$ cat src/rtl/cfg_lut_k.sv
// cfg_lut_k: runtime-reconfigurable K-input LUT with a bit-serial, cascadable config chain.
// Latency: Z is combinational from A (0 cycles), or 1 cycle when CFG_LUT_OUTREG_EN is defined.
// Backpressure: none; CFG_VALID qualifies each config beat, and beats are ignored outside LOAD.
//
// Optional feature macro: CFG_LUT_OUTREG_EN (registered Z with clock enable CE).
//
// Ports:
//   CLK, RST      clock, asynchronous active-high reset
//   A             LUT select (A[0] is the index LSB)
//   CE            output-register enable (registered build only)
//   CFG_START     one-cycle request to begin or restart a table load
//   CFG_DIN       serial table bit, MSB first, qualified by CFG_VALID
//   CFG_DOUT      shadow MSB, feeds CFG_DIN of the next instance in a chain
//   CFG_BUSY      high while loading or committing
//   CFG_DONE      one-cycle pulse in the commit cycle
//   Z             LUT output
module cfg_lut_k #(
    parameter int                 K    = 4,
    parameter logic [(1<<K)-1:0]  INIT = '0
) (
    input  logic         CLK,
    input  logic         RST,
    input  logic [K-1:0] A,
    input  logic         CE,
    input  logic         CFG_START,
    input  logic         CFG_DIN,
    input  logic         CFG_VALID,
    output logic         CFG_DOUT,
    output logic         CFG_BUSY,
    output logic         CFG_DONE,
    output logic         Z
);

    localparam int N = 1 << K;
    localparam logic [K-1:0] CNT_LAST = '1;
    localparam logic [K-1:0] CNT_ONE  = K'(1);

    typedef enum logic [1:0] {
        IDLE   = 2'd0,
        LOAD   = 2'd1,
        COMMIT = 2'd2
    } state_t;

    state_t         state;
    logic [N-1:0]   tbl;    // active table, drives Z
    logic [N-1:0]   shd;    // shadow table, filled serially
    logic [K-1:0]   cnt;    // beats accepted in the current load

    // CFG_BUSY and CFG_DONE are registered alongside the state so they are
    // glitch-free; each is set from the state being entered.
    always_ff @(posedge CLK or posedge RST) begin
        if (RST) begin
            state    <= IDLE;
            tbl      <= INIT;
            shd      <= '0;
            cnt      <= '0;
            CFG_BUSY <= 1'b0;
            CFG_DONE <= 1'b0;
        end else begin
            CFG_DONE <= 1'b0;
            case (state)
                IDLE: begin
                    // Shadow is deliberately kept: in a cascade the upstream
                    // shadow from the previous load flows into the next one.
                    if (CFG_START) begin
                        state    <= LOAD;
                        cnt      <= '0;
                        CFG_BUSY <= 1'b1;
                    end
                end
                LOAD: begin
                    // A restart wins over a beat arriving in the same cycle.
                    if (CFG_START) begin
                        cnt <= '0;
                    end else if (CFG_VALID) begin
                        shd <= {shd[N-2:0], CFG_DIN};
                        cnt <= cnt + CNT_ONE;
                        if (cnt == CNT_LAST) begin
                            state    <= COMMIT;
                            CFG_DONE <= 1'b1;
                        end
                    end
                end
                COMMIT: begin
                    tbl      <= shd;
                    state    <= IDLE;
                    CFG_BUSY <= 1'b0;
                end
                default: begin
                    state    <= IDLE;
                    CFG_BUSY <= 1'b0;
                end
            endcase
        end
    end

    assign CFG_DOUT = shd[N-1];

`ifdef CFG_LUT_OUTREG_EN
    always_ff @(posedge CLK or posedge RST) begin
        if (RST) begin
            Z <= 1'b0;
        end else if (CE) begin
            Z <= tbl[A];
        end
    end
`else
    // The active table only changes at the commit edge, so Z never sees a
    // partially shifted table.
    assign Z = tbl[A];

    logic unused_ce;
    assign unused_ce = CE;
`endif

endmodule

$ cat config.mk
export PLATFORM = sky130hd
export DESIGN_NAME = cfg_lut_k
export DESIGN_NICKNAME = d
export VERILOG_FILES = /design/src/rtl/cfg_lut_k.sv
export SDC_FILE = /design/constraint.sdc
export NUM_CORES = 1
export LEC_CHECK = 0
export BUFFER_PORTS_ARGS = -buffer_cell sky130_fd_sc_hd__buf_2
export CAP_MARGIN = 25
export CORE_UTILIZATION = 55
export CTS_BUF_LIST = sky130_fd_sc_hd__clkbuf_4 sky130_fd_sc_hd__clkbuf_8
export DETAILED_ROUTE_END_ITERATION = 12
export GPL_TIMING_DRIVEN = 0
export PLACE_DENSITY_LB_ADDON = 0.08
export SLEW_MARGIN = 20
export SYNTH_ARGS = -nofsm -noshare
export SYNTH_HDL_FRONTEND = slang
export SYNTH_SLANG_ARGS = --single-unit
$ cat constraint.sdc
create_clock -name CLK -period 1.3 [get_ports CLK]
set_input_delay 0.13 -clock CLK [delete_from_list [all_inputs] [get_ports CLK]]
set_output_delay 0.13 -clock CLK [all_outputs]
set_load 0.01 [all_outputs]
* After elaboration in Yosys (flattened, before gate mapping)
Cells that the tools add are included.
** Storage, ports and cells
- Logic and storage cells :: 41
- Bits in registers :: 40
- Input bits :: 10
** Cells by class
- Equality and inequality tests :: 8
- Mux-type cells :: 17
- $lt $le $gt $ge :: 1
- Bitwise gates (word level) :: 2
- Reduce and logical (&&, ||, !) cells :: 6
- $add $sub $neg :: 1
** Operator list (count)
- two-way mux 4 bit :: 3
- two-way mux 2 bit :: 4
- != test 2 bit (second input constant) :: 4
- case mux 4 bit (2 select lines) :: 1
- two-way mux 1 bit :: 6
- AND reduction 3 bit :: 2
- less-than comparator 4 x 5 -> 1 bit (second input constant) :: 1
- adder 4 x 1 -> 4 bit (second input constant) :: 1
- binary-select mux 1 bit (select 4 bit) :: 1
- equality test 4 bit (second input constant) :: 1
- case mux 2 bit (2 select lines) :: 1
- AND reduction 4 bit :: 1
- != test 3 bit (second input constant) :: 1
- equality test 2 x 1 -> 1 bit (second input constant) :: 1
- equality test 2 bit (second input constant) :: 1
- logical NOT 2 bit :: 1
- NOT 1 bit :: 2
- case mux 1 bit (2 select lines) :: 1
- AND reduction 2 bit :: 1
- nonzero test 2 bit :: 1

* Logic depth before layout (Yosys ltp)
Gate-level depths: netlist (run 1).
- Depth after elaboration :: 5
- Gate-level depth with buffers :: 4
- Depth with buffers taken out :: 4

* Worst setup path before layout (run 1)
Ideal clock, no wire load.
- Kind :: flip-flop to flip-flop
- Start :: reg state[0]
- End :: reg shd[0]
- Path buffers :: 1
- Data required time :: 1175 ps
- Stages on the path, launching flop included :: 5
- Setup slack :: -129 ps
- Clock period less this slack :: 1429 ps
- Arrival :: 1305 ps
- Cells stage by stage :: dfrtp_1 -> nand2_2 -> nor3_4 -> buf_6 -> mux2_2
** Between the ends
- Word-level cells in the longest chain between the ends :: 2
** RTL lines
- start: declaration :: RTL line 44 : state_t state;
- start signal: assignment :: RTL line 53 : state <= IDLE;
- start signal: assignment :: RTL line 66 : state <= LOAD;
- start signal: assignment :: RTL line 79 : state <= COMMIT;
- equality test 2 x 1 -> 1 bit :: RTL line 61 : case (state)
- AND reduction 3 bit (no line)
- end signal: assignment :: RTL line 76 : shd <= {shd[N-2:0], CFG_DIN};
- end: declaration :: RTL line 46 : logic [N-1:0] shd;
Every way passes these cells.
A chain may end at the register's enable or synchronous reset.

* Worst setup path in the final report (run 1)
- Start :: reg tbl[3]
- End :: out Z
** Between the ends
- Word-level cells in the longest chain between the ends :: 2
** RTL lines
- start: declaration :: RTL line 45 : logic [N-1:0] tbl;
- start signal: assignment :: RTL line 54 : tbl <= INIT;
- start signal: assignment :: RTL line 85 : tbl <= shd;
- binary-select mux 1 bit (select 4 bit) :: RTL line 110 : assign Z = tbl[A];
- two-way mux 1 bit (not written as such) :: RTL line 110
- end: declaration :: RTL line 31 : output logic Z
Every way passes these cells. The select of a mux whose other input is x is not followed.

==> flow_metrics.tcl, run 1 <==
set metrics [dict create \
    synthArstFlopShare 1.00 \
    gp_congestion 0.831 \
    maxSlewHeadroom 0.787 \
    multi_input_area_um2 753 \
    setup_viol 24 \
    initial_utilization 0.600 \
    htree_levels 2 \
    cpMaxStageDelayCell "mux4_2" \
    cts_tree "built" \
    hold_viol_final 0 \
    path_max_fanout 2 \
    syn_nets 127 \
    drive_above_1_share 0.533 \
    syn_avg_cell_area_um2 14.7 \
    ir_drop_mv 0.769 \
    wl_per_cell_um 18.9 \
    layout_setup_ws_ns -0.534 \
    grt_usage 0.233 \
    core-area_mm2 0.00285 \
    synth_flop_cell "dfrtp_1" \
    dp_hpwl_um 2040 \
    grt_antenna_before_repair 0 \
    ys_types 25 \
    crit_family "multiplexers" \
    rsz0062_at_grt "true" \
    fin_crit_sh 1.41 \
    rr_worst_depth 4 \
    ant_nets 0 \
    ys_warn_count 0 \
    synth_enable_flop_cells 0 \
    ys_seq_area_frac 0.585 \
    io_pins 14 \
    post_drt_via_cell_ratio 5.75 \
    fin_skew_ns 0.0129 \
    crit_type "reg2out" \
    max_stage_delay_ns 0.45 \
    fin_crit_ns 1.83 \
    worstSetupStartpointType "flip-flop" \
    violations "design-rule violations, negative setup slack" \
    worstReg2RegEnd "shd[1]" \
    use_met3 0.0402 \
    syn_area_mm2 0.00171 \
    crit_arrival_ns 1.70 \
    worstSkewPairLatency_ns 0.35 \
    endpoint_kind "output pin" \
    final_util 0.766 \
    nNetsFinal 162 \
    synth_cells 116 \
    grt_pass1_vias 1111 \
    cp-startpoint "tbl[3]" \
    final_common_cell "dfrtp_1" \
    ys_seq_elements 40 \
    io_buffers 11 \
    drt-initial-drc-count 34 \
    maxCapViolCount 0 \
    min_path_type "in2reg" \
    die_w_um 57.8 \
    wl_um 3460 \
    power_density_mw_per_mm2 1290 \
    min_to "state[0]" \
    hold_start "CFG_START" \
    top_usage_layer "met2" \
    gr-total-overflow 0 \
    path_buf_inv 1 \
    worst_slew_pin_slew_ns 0.320 \
    die_h_um 57.8 \
    reg2reg_slack_ns -0.12 \
    cts.sinks 40 \
    drc 1 \
    synthToLayoutAreaGrowth_pct 27.8 \
    clk_pin_slew_ns 0.12 \
    seqCellArea_mm2 0.00100 \
    cts_root_buffer "clkbuf_4" \
    use_met2 0.394 \
    p_leak_nw 1.08 \
    power.total_w 0.00281 \
    diodes 0 \
    use_met1 0.298 \
    fillCellCount 174 \
    place_ws_ns -0.350 \
    layout_common_cells "dfrtp_1, mux2_4, mux2_2" \
    grt_pass1_wl_um 5550 \
    fp-row-count 19 \
    holdPathStages 3 \
    clock_path_buffers 2 \
    grt_max_degree 29 \
    dieArea_mm2 0.00334 \
    firstDrtPassIters 8 \
    vias 1053 \
    cts_buffers 5 \
    fmax_ghz 0.545 \
    required_ns 1.17 \
    r2r_start "state[1]" \
    crit_chain "mux4_2 -> nor2b_1 -> a211oi_1 -> a21oi_1 -> buf_2" \
    finalMaxSlewViolations 0 \
    run_status "finished with violations" \
]
-- synthesized netlist by cell type, types with 2 or more instances --
| cell type | count | share of area |
|---|---|---|
| nor2_1 | 5 | 0.011 |
| mux2_2 | 32 | 0.21 |
| a21oi_1 | 4 | 0.012 |
| dfrtp_1 | 40 | 0.59 |
| nand4_1 | 2 | 0.0073 |
| nand2_1 | 5 | 0.011 |
| nor3_1 | 2 | 0.0059 |
| mux4_2 | 3 | 0.039 |
| inv_1 | 2 | 0.0044 |
| o21ai_0 | 4 | 0.012 |
| and4_2 | 2 | 0.012 |
| mux2i_1 | 2 | 0.012 |
-- per-stage QoR --
stage	instances	cell area (um2)	setup TNS (ns)	hold WS (ns)
2_1_floorplan	116	1710	-1.04	0.282
3_3_place_gp	158	1810	-13.17	0.355
3_5_place_dp	159	1830	-6.25	0.102
4_1_cts	183	2170	-2.79	0.0248
5_1_grt	183	2190	-2.79	0.0345
6_report	183	2190	-1.73	0.0349
-- layer usage --
| layer | wire, um | share of wire |
|---|---|---|
| met5 | 0 | 0 |
| met4 | 57 | 0.016 |
| met3 | 95 | 0.027 |
| met2 | 1820 | 0.53 |
| met1 | 1490 | 0.43 |
-- sequential cells by signal, indices dropped and copies added (netlist names) --
name      count
shd          16
tbl          16
cnt           4
state         2
CFG_BUSY      1
CFG_DONE      1
-- report_power, final --
part	switching [W]	internal, W
clock network	0.000405	0.000258
registers	0.000191	0.00145
logic	0.000154	0.000351
total	0.000750	0.00206
-- logic make-up after synthesis --
family	share of synthesized area
buf+inv	0.0278
mux	0.277
compound gates	0.0359
fa+ha+maj	0.00731
simple gates	0.0666
flops	0.585
-- worst max path at each step --
stage	to	slack (ns)	cells past startpoint
after floorplan	shd[0]	-0.13	4
after global placement	shd[11]	-0.34	4
after detailed placement	shd[10]	-0.35	4
after CTS	Z	-0.53	5
after global routing	Z	-0.59	5
final	Z	-0.53	5
-- repair_timing --
action,4_1_cts,5_1_grt
endpoints found under the hold margin,16,0
setup endpoints to repair,29,38
pin swaps,2,3
hold buffers,3,0
setup buffers,11,3
resized for setup,37,9
cloned,2,0
-- worst reg2reg max path, stage by stage, from the launching register on --
cell     delay, ns
dfrtp_2       0.46
nor3_4        0.28
buf_6         0.15
buf_6         0.12
mux2_4        0.30
-- final cells by class --
type                       count  share of cell area
sequential                    40               0.458
multi-input combinational     70               0.345
timing repair buffer          29               0.127
clock buffer                   6              0.0235
buffer                         3              0.0183
tap                           31              0.0177
inverter                       2             0.00572
clock inverter                 2             0.00458
No activity file was read; power rests on OpenSTA's default activity.
==> run 2: changes to the inputs <==
Settings changed: SETUP_SLACK_MARGIN set to 0.05.
==> flow_metrics.tcl, run 2 (synthesized netlist as in run 1, its figures left out) <==
set metrics [dict create \
    run_status "finished with violations" \
    violations "design-rule violations, negative setup slack" \
    p_int_w 0.00231 \
    htree_levels 2 \
    ir_drop_mv 1.01 \
    drc 1 \
    ant_nets 0 \
    cts_root_buffer "clkbuf_4" \
    post_drt_via_cell_ratio 6.02 \
    wl_um 3650 \
    rsz0062_at_grt "true" \
    nNetsFinal 161 \
    crit_chain "mux4_2 -> nor2b_1 -> a211oi_1 -> a21oi_1 -> buf_2" \
    pwr-share-clk 0.299 \
    dieArea_mm2 0.00334 \
    power_density_mw_per_mm2 1370 \
    cpMaxStageDelayCell "mux4_2" \
    p_leak_nw 1.10 \
    cts.sinks 40 \
    die_w_um 57.8 \
    hold_viol_final 0 \
    fin_crit_sh 1.44 \
    vias 1095 \
    grt_max_degree 29 \
    setup_viol 18 \
    required_ns 1.17 \
    clk_pin_slew_ns 0.12 \
    maxSlewHeadroom 0.798 \
    grt_pass1_vias 1121 \
    path_max_fanout 2 \
    maxCapViolCount 0 \
    drive_above_1_share 0.543 \
    seqCellArea_mm2 0.00100 \
    firstDrtPassIters 8 \
    worst_slew_pin_slew_ns 0.302 \
    grt_antenna_before_repair 0 \
    crit_arrival_ns 1.74 \
    grt_usage 0.224 \
    p_switching_w 0.000749 \
    switching_share 0.244 \
    final_cells 182 \
    gr-total-overflow 0 \
    endpoint_kind "output pin" \
    diodes 0 \
    fmax_ghz 0.534 \
    power_frac_seq 0.535 \
    io_buffers 11 \
    crit_type "reg2out" \
    reg_top3 "shd: 16 flops, tbl: 16 flops, cnt: 4 flops" \
    die_h_um 57.8 \
    dp_hpwl_um 1940 \
    drt-initial-drc-count 91 \
    core-area_mm2 0.00285 \
    worstSkewPairLatency_ns 0.35 \
    gp_congestion 0.832 \
    wl_per_cell_um 20.1 \
    synthToLayoutAreaGrowth_pct 30.5 \
    layout_setup_ws_ns -0.574 \
    fin_crit_ns 1.87 \
    cts_buffers 5 \
    hold_slack_ns 0.0283 \
    initial_utilization 0.600 \
    io_pins 14 \
    dp_cells 159 \
    final_common_cell "dfrtp_1" \
    fp-row-count 19 \
    max_stage_delay_ns 0.44 \
    fin_skew_ns 0.0131 \
    fillCellCount 174 \
    crit_family "multiplexers" \
    finalMaxSlewViolations 0 \
    worstSetupStartpointType "flip-flop" \
    p_comb_frac 0.166 \
    cts_tree "built" \
    layout_common_cells "dfrtp_1, mux2_4, buf_2" \
    multi_input_area_um2 777 \
    path_buf_inv 1 \
    min_path_type "in2reg" \
    clock_path_buffers 2 \
    grt_pass1_wl_um 5420 \
]
run 2: routing by layer:
metal	vias up	track usage	share of wire
met5	-	0	0
met4	0	0.0918	0.016
met3	7	0.0402	0.030
met2	28	0.374	0.52
met1	566	0.292	0.43
li1	494	-	-
run 2: power groups by stage:
stage	Clock (W)	Sequential, W	Combinational [W]
2_1_floorplan	0	0.00158	0.000256
3_3_place_gp	0	0.00162	0.000314
3_5_place_dp	0	0.00164	0.000340
4_1_cts	0.000935	0.00163	0.000497
5_1_grt	0.000965	0.00168	0.000542
6_report	0.000916	0.00164	0.000507
run 2: metrics by stage:
stage / area [um2] / util / worst slack [ns] / total power (W) / TNS, ns
after global placement: 1810 / 0.634 / -0.339 / 0.00193 / -12.18
after CTS: 2130 / 0.747 / -0.529 / 0.00306 / -1.72
after global routing: 2230 / 0.782 / -0.687 / 0.00318 / -2.03
final: 2230 / 0.782 / -0.574 / 0.00306 / -1.24
after floorplan: 1720 / - / -0.129 / 0.00184 / -1.04
after detailed placement: 1830 / 0.641 / -0.352 / 0.00198 / -5.16
run 2: timing repair:
action	in CTS	in global routing
buffers inserted	8	2
gates resized for setup	26	20
pin swaps	2	3
hold buffers	3	0
endpoints found under the hold margin	16	0
gates cloned	1	1
setup endpoints to repair	29	31
run 2: worst paths after layout:
path	startpoint	to	slack (ns)	cells after the start
max	tbl[0]	Z	-0.57	5
min	CFG_START	state[0]	0.03	3
max reg2reg	state[0]	shd[5]	-0.06	4
min reg2reg	tbl[5]	tbl[5]	0.52	1
max in group asynchronous	RST	state[1]	0.59	4
min in group asynchronous	RST	cnt[1]	0.26	3
run 2: cell type report:
type | count | area share
sequential | 40 | 0.449
clock inverter | 1 | 0.0135
inverter | 2 | 0.00561
buffer | 4 | 0.0241
tap | 31 | 0.0174
timing repair buffer | 27 | 0.113
clock buffer | 7 | 0.0291
multi-input combinational | 70 | 0.348
run 2: tightest hold or removal path, stage by stage:
cell and delay (ns):
buf_12 0.09, a21oi_1 0.04, nor2_1 0.08
